===== src/rtl/fir_interp.sv =====
// fir_interp -- 4x polyphase FIR interpolator, one multiply-accumulate per cycle.
//
// Each accepted low-rate sample x[n] produces four outputs in phase order
// p = 0..3, with y_p = sum_{j=0..7} h[4j+p] * x[n-j]. Each output takes 8 MAC
// cycles and is then held in OUT until downstream takes it.
//
// Parameters
//   DATA_W  signed input sample width
//   COEF_W  signed coefficient width
//   SHIFT   arithmetic right shift applied to the accumulator before output
//   COEFFS  32 prototype taps packed LSB-first: h[k] = COEFFS[k*COEF_W +: COEF_W]
//
// Ports
//   Clock      rising-edge clock
//   Rst_n      synchronous active-low reset
//   In_Valid   In_Data holds a sample
//   In_Data    signed low-rate sample
//   In_Ready   high only while idle; In_Valid && In_Ready accepts a sample
//   Out_Valid  Out_Data holds an interpolated sample
//   Out_Data   signed 32-bit interpolated sample
//   Out_Ready  downstream takes Out_Data
//
// Configuration macro
//   FIR_INTERP_SAT_EN  when defined, (acc >>> SHIFT) is clamped to the signed
//                      DATA_W range; otherwise bits [SHIFT+26:SHIFT] of acc
//                      are sign-extended to 32 bits without clamping.
module fir_interp #(
  parameter int DATA_W = 16,
  parameter int COEF_W = 13,
  parameter int SHIFT  = 13,
  parameter logic [32*COEF_W-1:0] COEFFS = {32{13'sd1024}}
) (
  input  logic              Clock,
  input  logic              Rst_n,
  input  logic              In_Valid,
  input  logic [DATA_W-1:0] In_Data,
  output logic              In_Ready,
  output logic              Out_Valid,
  output logic [31:0]       Out_Data,
  input  logic              Out_Ready
);

  localparam int ACC_W  = 40;
  localparam int PROD_W = DATA_W + COEF_W;

  typedef enum logic [1:0] {
    IDLE = 2'd0,
    MAC  = 2'd1,
    OUT  = 2'd2
  } state_t;

  state_t state_reg, state_next;

  logic [1:0]               p_reg;
  logic [2:0]               j_reg;
  logic signed [ACC_W-1:0]  acc_reg;
  logic [31:0]              out_data_reg;
  logic signed [DATA_W-1:0] x_reg [8];

  logic signed [COEF_W-1:0] coef [32];
  logic signed [COEF_W-1:0] coef_sel;
  logic signed [DATA_W-1:0] x_sel;
  logic signed [PROD_W-1:0] coef_ext, x_ext, prod;
  logic signed [ACC_W-1:0]  prod_ext, acc_base, acc_sum;
  logic [31:0]              out_fmt;
  logic                     accept;

  // Unpack the prototype taps once so the tap index is a plain array select.
  generate
    for (genvar gi = 0; gi < 32; gi++) begin : g_coef
      assign coef[gi] = COEFFS[gi*COEF_W +: COEF_W];
    end
  endgenerate

  // {j, p} is exactly 4j+p, the prototype tap for this phase and delay slot.
  assign coef_sel = coef[{j_reg, p_reg}];
  assign x_sel    = x_reg[j_reg];

  // Both operands widened to the full product width so the multiply is exact.
  assign coef_ext = {{DATA_W{coef_sel[COEF_W-1]}}, coef_sel};
  assign x_ext    = {{COEF_W{x_sel[DATA_W-1]}}, x_sel};
  assign prod     = coef_ext * x_ext;
  assign prod_ext = {{(ACC_W-PROD_W){prod[PROD_W-1]}}, prod};

  // Tap 0 starts a fresh sum, so no separate accumulator clear is needed.
  assign acc_base = (j_reg == 3'd0) ? '0 : acc_reg;
  assign acc_sum  = acc_base + prod_ext;

`ifdef FIR_INTERP_SAT_EN
  localparam logic signed [ACC_W-1:0] SAT_MAX = (ACC_W'(1) <<< (DATA_W-1)) - ACC_W'(1);
  localparam logic signed [ACC_W-1:0] SAT_MIN = -SAT_MAX - ACC_W'(1);

  logic signed [ACC_W-1:0] shifted;
  assign shifted = acc_sum >>> SHIFT;

  always_comb begin
    out_fmt = shifted[31:0];
    if (shifted > SAT_MAX) begin
      out_fmt = SAT_MAX[31:0];
    end else if (shifted < SAT_MIN) begin
      out_fmt = SAT_MIN[31:0];
    end
  end
`else
  // 27 bits kept above the shift point, top bit replicated to fill 32.
  assign out_fmt = {{5{acc_sum[SHIFT+26]}}, acc_sum[SHIFT+26:SHIFT]};
`endif

  assign accept = (state_reg == IDLE) && In_Valid;

  // State register
  always_ff @(posedge Clock) begin
    if (!Rst_n) begin
      state_reg <= IDLE;
    end else begin
      state_reg <= state_next;
    end
  end

  // Next state and handshake outputs
  always_comb begin
    state_next = state_reg;
    In_Ready   = 1'b0;
    Out_Valid  = 1'b0;
    case (state_reg)
      IDLE: begin
        In_Ready = 1'b1;
        if (In_Valid) begin
          state_next = MAC;
        end
      end
      MAC: begin
        if (j_reg == 3'd7) begin
          state_next = OUT;
        end
      end
      OUT: begin
        Out_Valid = 1'b1;
        if (Out_Ready) begin
          state_next = (p_reg == 2'd3) ? IDLE : MAC;
        end
      end
      default: state_next = IDLE;
    endcase
  end

  // Phase / tap counters, accumulator and output register
  always_ff @(posedge Clock) begin
    if (!Rst_n) begin
      p_reg        <= '0;
      j_reg        <= '0;
      acc_reg      <= '0;
      out_data_reg <= '0;
    end else begin
      case (state_reg)
        IDLE: begin
          if (In_Valid) begin
            p_reg <= '0;
            j_reg <= '0;
          end
        end
        MAC: begin
          acc_reg <= acc_sum;
          j_reg   <= j_reg + 3'd1;   // wraps 7 -> 0, ready for the next phase
          if (j_reg == 3'd7) begin
            out_data_reg <= out_fmt;
          end
        end
        OUT: begin
          if (Out_Ready && (p_reg != 2'd3)) begin
            p_reg <= p_reg + 2'd1;
          end
        end
        default: begin
          p_reg <= '0;
          j_reg <= '0;
        end
      endcase
    end
  end

  // Delay line: moves only when a sample is accepted.
  always_ff @(posedge Clock) begin
    if (!Rst_n) begin
      x_reg[0] <= '0;
    end else if (accept) begin
      x_reg[0] <= In_Data;
    end
  end

  generate
    for (genvar gi = 1; gi < 8; gi++) begin : g_dly
      always_ff @(posedge Clock) begin
        if (!Rst_n) begin
          x_reg[gi] <= '0;
        end else if (accept) begin
          x_reg[gi] <= x_reg[gi-1];
        end
      end
    end
  endgenerate

  assign Out_Data = out_data_reg;

endmodule


===== config.mk =====
export PLATFORM = sky130hd
export DESIGN_NAME = fir_interp
export DESIGN_NICKNAME = d
export VERILOG_FILES = /design/src/rtl/fir_interp.sv
export SDC_FILE = /design/constraint.sdc
export NUM_CORES = 1
export LEC_CHECK = 0
export ABC_AREA = 0
export BUFFER_PORTS_ARGS = -buffer_cell sky130_fd_sc_hd__buf_2
export CAP_MARGIN = 0
export CORE_AREA = 2 2 207 209
export CTS_CLUSTER_DIAMETER = 30
export DETAILED_ROUTE_END_ITERATION = 10
export DIE_AREA = 0 0 209 211
export PLACE_DENSITY = 0.37
export SLEW_MARGIN = 20
export SYNTH_ARGS = -nofsm -noshare
export SYNTH_HDL_FRONTEND = slang
export SYNTH_SLANG_ARGS = --single-unit

===== constraint.sdc =====
create_clock -name Clock -period 5.8 [get_ports Clock]
set_clock_uncertainty 0.1 [all_clocks]
set_input_delay 0.29 -clock Clock [delete_from_list [all_inputs] [get_ports Clock]]
set_output_delay 0.29 -clock Clock [all_outputs]
set_load 0.005 [all_outputs]

==> results_dict.tcl, run 1 <==
set metrics [dict create \
    tightest_slew_ps 817 \
    critPathLaunch "j_reg[0]" \
    ys_top_cells_by_area "edfxtp_1 (37%), dfxtp_1 (13%), and2_1 (9.7%)" \
    wl_per_cell_um 17.3 \
    dpl-instance-area_um2 11200 \
    ys_types 64 \
    whs_ps 32.3 \
    ioPinCount 54 \
    maxUsedRoutingLayer "met4" \
    layout-drive-gt1-share_pct 16.5 \
    ys_ff_latch 195 \
    cts.sinks 195 \
    ant_nets 0 \
    vdd_drop_max_v 0.000145 \
    grt_overflow 0 \
    ys_warn_count 0 \
    fmax_mhz 231 \
    drt-initial-drc-count 365 \
    cts_tree "done" \
    start_util_pct 24.8 \
    finalSetupViolCount 0 \
    first_global_vias 6951 \
    largest_register_ff_count 128 \
    nets 1049 \
    fillCellCount 4333 \
    synth_top_area_share_pct 37.1 \
    via_per_inst 4.56 \
    io_buffers 53 \
    multi_input_area_um2 4900 \
    ys.flop_type "edfxtp_1" \
    tns_ps 0 \
    synth_fp_nets 1009 \
    clockRootBuffer "clkbuf_16" \
    holdPathStages 2 \
    place_ws_ps 1400 \
    worst-r2r-setup-slack_ps 1480 \
    rsz0062_at_grt "no" \
    r2r-end "acc_reg[36]" \
    grt_first_pass_wirelength_mm 41.7 \
    diodes 0 \
    p_leak_nw 4.66 \
    clk_latency_ps 460 \
    required_ps 6020 \
    worst_slack_ps 1480 \
    clkSlewWorstSetupHoldPaths_ps 80 \
    start_kind "register" \
    wl_met1_mm 13.1 \
    synthesis.instances 927 \
    postSynthAreaPerCell_um2 11.2 \
    worstHoldStart "In_Data[6]" \
    synth_top_area_cell "edfxtp_1" \
    synth_async_sr_flop_share_pct 0 \
    synth_edf_count 128 \
    rr_startpoint "j_reg[0]" \
    grt_max_degree 53 \
    max_slew_margin_pct 45.5 \
    syn_area_um2 10400 \
    vias 6920 \
    cp_max_fo 19 \
    die_w_um 209 \
    grt_usage_pct 12.4 \
    finalMaxSlewViolations 0 \
    endpoint_kind "register" \
    areaGrowthSynthToFinish_pct 15.0 \
    path_class "reg -> reg" \
    design_area_um2 11900 \
    finalCritPeriodShare_pct 74.6 \
    utilization_pct 28.5 \
    antenna_found_initial 0 \
    coreArea_um2 41800 \
    std_cell_rows 75 \
    status "complete, no violations" \
    ys_seq_area_share_pct 50.0 \
    met2_length_mm 12.1 \
    crit_arrival_ps 4540 \
    period_needed_ps 4320 \
    hold_path.class "in -> reg" \
    die_area_um2 44100 \
    power.density_nw_per_um2 263 \
    die_h_um 211 \
    dpl.hpwl_mm 17.8 \
    r2r_cells 14 \
    cts_buffers 17 \
    routed_wl_mm 26.2 \
    crit_path_end "acc_reg[36]" \
    cts_setup_buffers 0 \
    regArea_um2 5190 \
    finalHoldViolations 0 \
    max_cap_violations 0 \
    drc_errors 0 \
    dr.pass1.iters 4 \
    cts.path.max_buffers 2 \
    gp_congestion 0.759 \
    htree_levels 4 \
    wl_met3_um 665 \
]
==> final cells by class <==
cell class,instances,share of cell area [%]
Clock inverter,14,1.12
Timing Repair Buffer,82,4.58
Clock buffer,18,3.60
Multi-Input combinational cell,659,41.1
Tap cell,539,5.66
Sequential cell,195,43.5
Inverter,12,0.378
==> Yosys cell counts (12+ instances only) <==
| library cell | n |
|---|---|
| and2_1 | 161 |
| edfxtp_1 | 128 |
| nand2_1 | 72 |
| dfxtp_1 | 67 |
| ha_1 | 61 |
| a21oi_1 | 60 |
| clkbuf_1 | 47 |
| nor2_1 | 42 |
| mux4_2 | 32 |
| o21ai_0 | 30 |
| nand3_1 | 27 |
| mux2_2 | 16 |
| inv_1 | 12 |
==> what timing repair did <==
item | CTS | global route
hold endpoints to repair | 15 | 0
gates resized for setup | 0 | 0
hold buffers | 15 | 0
==> critical path, stage by stage, from the launching register on <==
cell and delay (ps):
dfxtp_1 380, inv_1 60, ha_1 180, nand2b_1 580, buf_4 320, and2_1 190, ha_1 260, ha_1 370
a21oi_1 230, nor2_1 90, or3_1 320, o21a_1 260, o41a_1 440, xnor2_1 300, a21oi_1 120
==> logic make-up after synthesis <==
family | after synthesis | share of synthesized area (%)
AOI/OAI and AO/OA | 162 | 9.75
muxes | 51 | 8.98
buffers and inverters | 73 | 2.91
adders and majority gates | 62 | 7.56
DFF | 195 | 50.0
and+or+nand+nor | 366 | 19.2
xor gates and xnor gates | 18 | 1.52
==> power breakdown <==
part	switching, mW	internal, mW	total [mW]
Combinational	0.206	0.141	0.348
Clock	0.609	0.571	1.18
Sequential	0.0405	1.56	1.61
Total	0.856	2.28	3.13
==> layout by cell type, fill, tap and decap left out, types with 15 or more instances in the layout <==
master and n:
buf_2 53, nand3_1 27, nor2_1 41, o21ai_0 30, a21oi_1 60, dfxtp_1 66
clkbuf_16 17, edfxtp_1 128, mux4_2 32, ha_1 61, and2_1 161, mux2_2 16
dlygate4sd3_1 15, nand2_1 71
==> worst min-delay path by stage <==
stage / to / slack, ps
final: x_reg[0][6] / 30
after global routing: x_reg[0][6] / 10
after CTS: x_reg[0][6] / 3
after detailed placement: acc_reg[11] / 340
after global placement: acc_reg[19] / 340
after floorplan: acc_reg[10] / 330
==> through the flow <==
step,total power [mW],std cells
floorplan,1.87,927
global placement,1.99,1472
detailed placement,1.99,1472
CTS,3.20,1519
global route,3.29,1519
finish,3.13,1519
==> per-layer routing <==
layer | global-route usage [%] | vias to the layer above
met5 | 0 | -
met4 | 3.82 | 0
met3 | 2.47 | 21
met2 | 20.0 | 79
met1 | 16.9 | 3360
li1 | - | 3460
Power figures use the tool's default switching activity.
==> run 2: changes to the inputs <==
Settings changed: PLACE_DENSITY 0.37 to 0.38.
Clock period 5.8 ns to 3.5 ns, I/O delays scaled along.
==> run 2 against run 1 <==
  * The flow now finishes with violations (negative setup slack)
  * Highest routed layer unchanged
  * Combinational power increased to 2.6 times the previous value
  * Via count grew 9.9%
  * Wire length increased by 7.8%
  * Critical path type unchanged
  * First-iteration DRC count up 5.5%
  * Sequential power rose by 65%
  * Critical endpoint is now Out_Data[17]
==> results_dict.tcl, run 2 (synthesis gave the netlist of run 1 again) <==
set metrics [dict create \
    status "finished with violations" \
    violations "negative setup slack" \
    mostFrequentLayoutCell "and2_1" \
    stdcell_count 1664 \
    grt_overflow 0 \
    areaGrowthSynthToFinish_pct 40.6 \
    ioPinCount 54 \
    clk_latency_ps 460 \
    dpl.hpwl_mm 19.0 \
    die_area_um2 44100 \
    slowest_stage "mux4_2" \
    power.density_nw_per_um2 397 \
    p_sw_share_pct 26.9 \
    drc_errors 0 \
    vias 7603 \
    grt_first_pass_wirelength_mm 44.4 \
    dp.cells 1586 \
    htree_levels 4 \
    via_per_inst 4.57 \
    period_needed_ps 3690 \
    dr.pass1.iters 4 \
    finalMaxSlewViolations 0 \
    endpoint_kind "register" \
    antenna_found_initial 0 \
    io_buffers 53 \
    path_buf_inv 3 \
    fmax_mhz 271 \
    power.share.clock_pct 38.3 \
    routed_wl_mm 28.3 \
    path_class "reg -> reg" \
    whs_ps 47.3 \
    first_global_vias 7661 \
    std_cell_rows 75 \
    crit_arrival_ps 3980 \
    critPathTopFamily "simple AND/OR/NAND/NOR gates" \
    largest_register_ff_count 128 \
    layout-drive-gt1-share_pct 39.4 \
    diodes 0 \
    comb_power_share_pct 15.8 \
    clkSlewWorstSetupHoldPaths_ps 80 \
    p_switching_mw 1.56 \
    grt_usage_pct 13.2 \
    max_slew_margin_pct 51.2 \
    cp_max_fo 6 \
    grt_max_degree 88 \
    cts_buffers 17 \
    max_cap_violations 0 \
    finalSetupViolCount 35 \
    ant_nets 0 \
    clockRootBuffer "clkbuf_16" \
    fillCellCount 4142 \
    worst_slack_ps -192 \
    start_util_pct 24.8 \
    drt-initial-drc-count 385 \
    p_leak_nw 5.60 \
    cts.sinks 195 \
    die_w_um 209 \
    finalHoldViolations 0 \
    wl_per_cell_um 17.0 \
    finalCritPeriodShare_pct 105 \
    die_h_um 211 \
    nets 1194 \
    worstPathCellList "buf_12 > buf_16 > buf_12 > mux4_2 > mux2_4 > ha_4 > ha_4 > a21oi_4 > nor3b_2 > a41o_4 > or4_4 > and3_4 > nand4b_1 > a31oi_1" \
    coreArea_um2 41800 \
    tightest_slew_ps 732 \
    cts_tree "done" \
    hold_path.class "in -> reg" \
    final_cell_mix "and2_1 (161), edfxtp_1 (128), buf_4 (127), dfxtp_1 (66), nand2_1 (66)" \
    cts.path.max_buffers 2 \
    gp_congestion 0.791 \
    required_ps 3790 \
    power_frac_seq_pct 45.9 \
    rsz0062_at_grt "yes" \
    start_kind "register" \
    internal_power_mw 4.23 \
    max_stage_delay_ps 490 \
    vdd_drop_max_v 0.000275 \
]
## run 2: cell count changes in the layout (fill, tap and decap cells not counted), moves of 10 or more
cell,before,now
a21oi_1,60,35
a21oi_2,1,17
buf_12,2,12
buf_4,12,127
buf_6,0,13
ha_1,61,13
ha_4,0,45
o21ai_0,30,18
## run 2: final timing paths
check | start | to | slack, ps | depth (start not counted)
setup / recovery | register | Out_Data[17] | -190 | 14
hold / removal | Rst_n | acc_reg[25] | 50 | 3
setup reg to reg | register | Out_Data[17] | -190 | 14
hold reg to reg | acc_reg[11] | acc_reg[11] | 350 | 2
## run 2: timing repair
action | in CTS | in global routing
endpoints found under the hold margin | 18 | 0
pin swaps | 32 | 36
hold buffers | 18 | 0
resized for setup | 140 | 59
gates cloned | 3 | 0
setup buffers | 21 | 12
setup endpoints to repair | 43 | 49
## run 2: area by class of cell
cell class	instances	area, um2	share of cell area, %
clock inverter	15	220	1.51
timing repair buffer	227	1880	12.9
tap	539	674	4.63
inverter	12	45.0	0.309
clock buffer	17	425	2.92
sequential	195	5190	35.6
multi-input combinational	659	6130	42.1
## run 2: power by group through the flow
stage	Combinational (mW)	Clock, mW	Sequential (mW)
after detailed placement	0.717	0	2.71
final	0.913	2.21	2.66
after CTS	0.883	2.29	2.66
after global routing	0.997	2.38	2.67
after floorplan	0.444	0	2.68
after global placement	0.715	0	2.71
## run 2: metal layers
layer / routed length [um] / track usage, %
met3: 883 / 2.85
met1: 13500 / 17.5
met2: 13700 / 22.2
met5: 0 / 0
met4: 234 / 3.05
## run 2: stage by stage
stage / setup TNS [ps] / utilization (%) / instance area, um2 / power (mW) / setup slack [ps]
detailed placement: -11620 / 29.4 / 12300 / 3.42 / -508
floorplan: -148 / - / 10500 / 3.13 / -55.4
global placement: -11160 / 29.4 / 12300 / 3.42 / -499
global route: -10080 / 34.9 / 14600 / 6.05 / -397
finish: -3740 / 34.9 / 14600 / 5.78 / -192
CTS: -6300 / 34.0 / 14200 / 5.83 / -255
## run 2: worst min-delay path: cells and delay by family
kind	cells	cell delay, ps
compound gates	2	160
buf+inv	1	220
==> run 3: changes to the inputs <==
Settings changed: CTS_CLUSTER_SIZE set to 12, PLACE_DENSITY 0.38 to 0.39.
==> run 3 against run 2 <==
  * The run still ends with negative setup slack left
  * Combinational power increased by 4.2%
  * Via count increased by 1.0%
  * Wire length increased by 1.1%
  * Final cell count increased by 0.72%
  * Highest routed layer unchanged
  * Hold slack improved by 230 ps
  * Design area increased by 0.56%
  * Sequential power about the same
  * Sequential share of layout area decreased by 0.20 points
  * Global-route usage increased by 0.086 points
==> results_dict.tcl, run 3 (synthesis gave the netlist of run 1 again) <==
set metrics [dict create \
    layout-drive-gt1-share_pct 41.0 \
    std_cell_rows 75 \
    die_area_um2 44100 \
    endpoint_kind "register" \
    vdd_drop_max_v 0.000302 \
    max_slew_margin_pct 49.5 \
    hold_path.class "in -> reg" \
    dp.cells 1585 \
    fillCellCount 4126 \
    path_class "reg -> reg" \
    drc_errors 0 \
    coreArea_um2 41800 \
    routed_wl_mm 28.6 \
    violations "negative setup slack" \
    grt_usage_pct 13.3 \
    htree_levels 4 \
    period_needed_ps 3680 \
    dpl.hpwl_mm 18.5 \
    rsz0062_at_grt "yes" \
    finalSetupViolCount 39 \
    whs_ps 281 \
    p_total_mw 5.61 \
    largest_register_ff_count 128 \
    areaGrowthSynthToFinish_pct 41.3 \
    final_cell_mix "and2_1 (161), buf_4 (137), edfxtp_1 (128), dfxtp_1 (66), nand2_1 (65)" \
    cp_max_fo 8 \
    wl_met1_mm 14.1 \
    crit_arrival_ps 3950 \
    nets 1206 \
    grt_max_degree 129 \
    clkSlewWorstSetupHoldPaths_ps 80 \
    status "finished with violations" \
    required_ps 3770 \
    first_global_vias 7601 \
    cts.path.max_buffers 2 \
    place_ws_ps -438 \
    met2_length_mm 13.3 \
    vias 7680 \
    stdcell_count 1676 \
    die_h_um 211 \
    wl_met3_um 740 \
    drt-initial-drc-count 373 \
    worst_slack_ps -177 \
    dr.pass1.iters 6 \
    grt_first_pass_wirelength_mm 44.6 \
    cts_tree "done" \
    finalHoldViolations 0 \
    via_per_inst 4.58 \
    start_kind "register" \
    max_cap_violations 0 \
    start_util_pct 24.8 \
    antenna_found_initial 0 \
    diodes 0 \
    tns_ps -4220 \
    tightest_slew_ps 756 \
    power.density_nw_per_um2 383 \
    mostFrequentLayoutCell "and2_1" \
    finalMaxSlewViolations 0 \
    cts.sinks 195 \
    die_w_um 209 \
    finalCritPeriodShare_pct 105 \
    wl_per_cell_um 17.1 \
    p_leak_nw 5.60 \
    maxUsedRoutingLayer "met4" \
    clk_latency_ps 470 \
    ioPinCount 54 \
    cts_buffers 17 \
    fmax_mhz 272 \
    gp_congestion 0.780 \
    clockRootBuffer "clkbuf_16" \
    io_buffers 53 \
    ant_nets 0 \
    grt_overflow 0 \
]
[run 3: cell count changes in the layout (fill, tap and decap cells not counted), sizes merged]
cell      before  now
buf          209  220
bufinv         3    1
clkinv         1    7
clkinvlp       0    2
inv           23   17
mux2          16   17
[run 3: cell type report]
type                            instances  area (um2)  share of cell area [%]
Inverter                               12        45.0                   0.308
Timing Repair Buffer                  238        1920                    13.1
Sequential cell                       195        5190                    35.4
Tap cell                              539         674                    4.60
Multi-Input combinational cell        660        6240                    42.6
Clock inverter                         15         150                    1.03
Clock buffer                           17         425                    2.90
[run 3: critical path, stage by stage, from the launching register on]
cell	delay, ps
dfxtp_4	400
buf_12	120
buf_8	120
mux4_2	500
mux2_4	310
ha_4	280
ha_4	220
a211oi_4	280
o21ai_4	100
nor4_4	320
o21ai_2	100
buf_12	150
o221a_2	230
o21a_1	170
o31ai_1	170
[run 3: routing by layer]
metal / GRT usage, % / vias to the layer above
met5: 0 / -
met4: 4.63 / 0
met3: 2.47 / 27
met2: 21.1 / 93
met1: 18.3 / 3797
li1: - / 3763
[run 3: repair_timing]
action | in CTS | in global routing
endpoints found under the hold margin | 18 | 0
pin swaps | 57 | 44
gates cloned | 1 | 0
setup buffers | 22 | 22
setup endpoints to repair | 44 | 47
hold buffers | 18 | 0
gates resized for setup | 149 | 79
[run 3: metrics by stage]
step           cell area, um2  util [%]
4_1_cts                 14100      33.7
6_report                14600      35.1
5_1_grt                 14600      35.1
3_3_place_gp            12300      29.4
3_5_place_dp            12300      29.4
2_1_floorplan           10500         -
[run 3: power by group]
part / internal, mW / switching [mW]
sequential: 2.59 / 0.0656
combinational: 0.477 / 0.474
clock: 1.00 / 1.00
total: 4.07 / 1.54
[run 3: worst paths after layout]
check             slack (ps)     endpoint  depth (start not counted)   startpoint
setup reg to reg        -180  acc_reg[31]                         14     register
hold reg to reg          350  acc_reg[15]                          2  acc_reg[15]
setup / recovery        -180  acc_reg[31]                         14     register
hold / removal           280  Out_Data[9]                          3        Rst_n
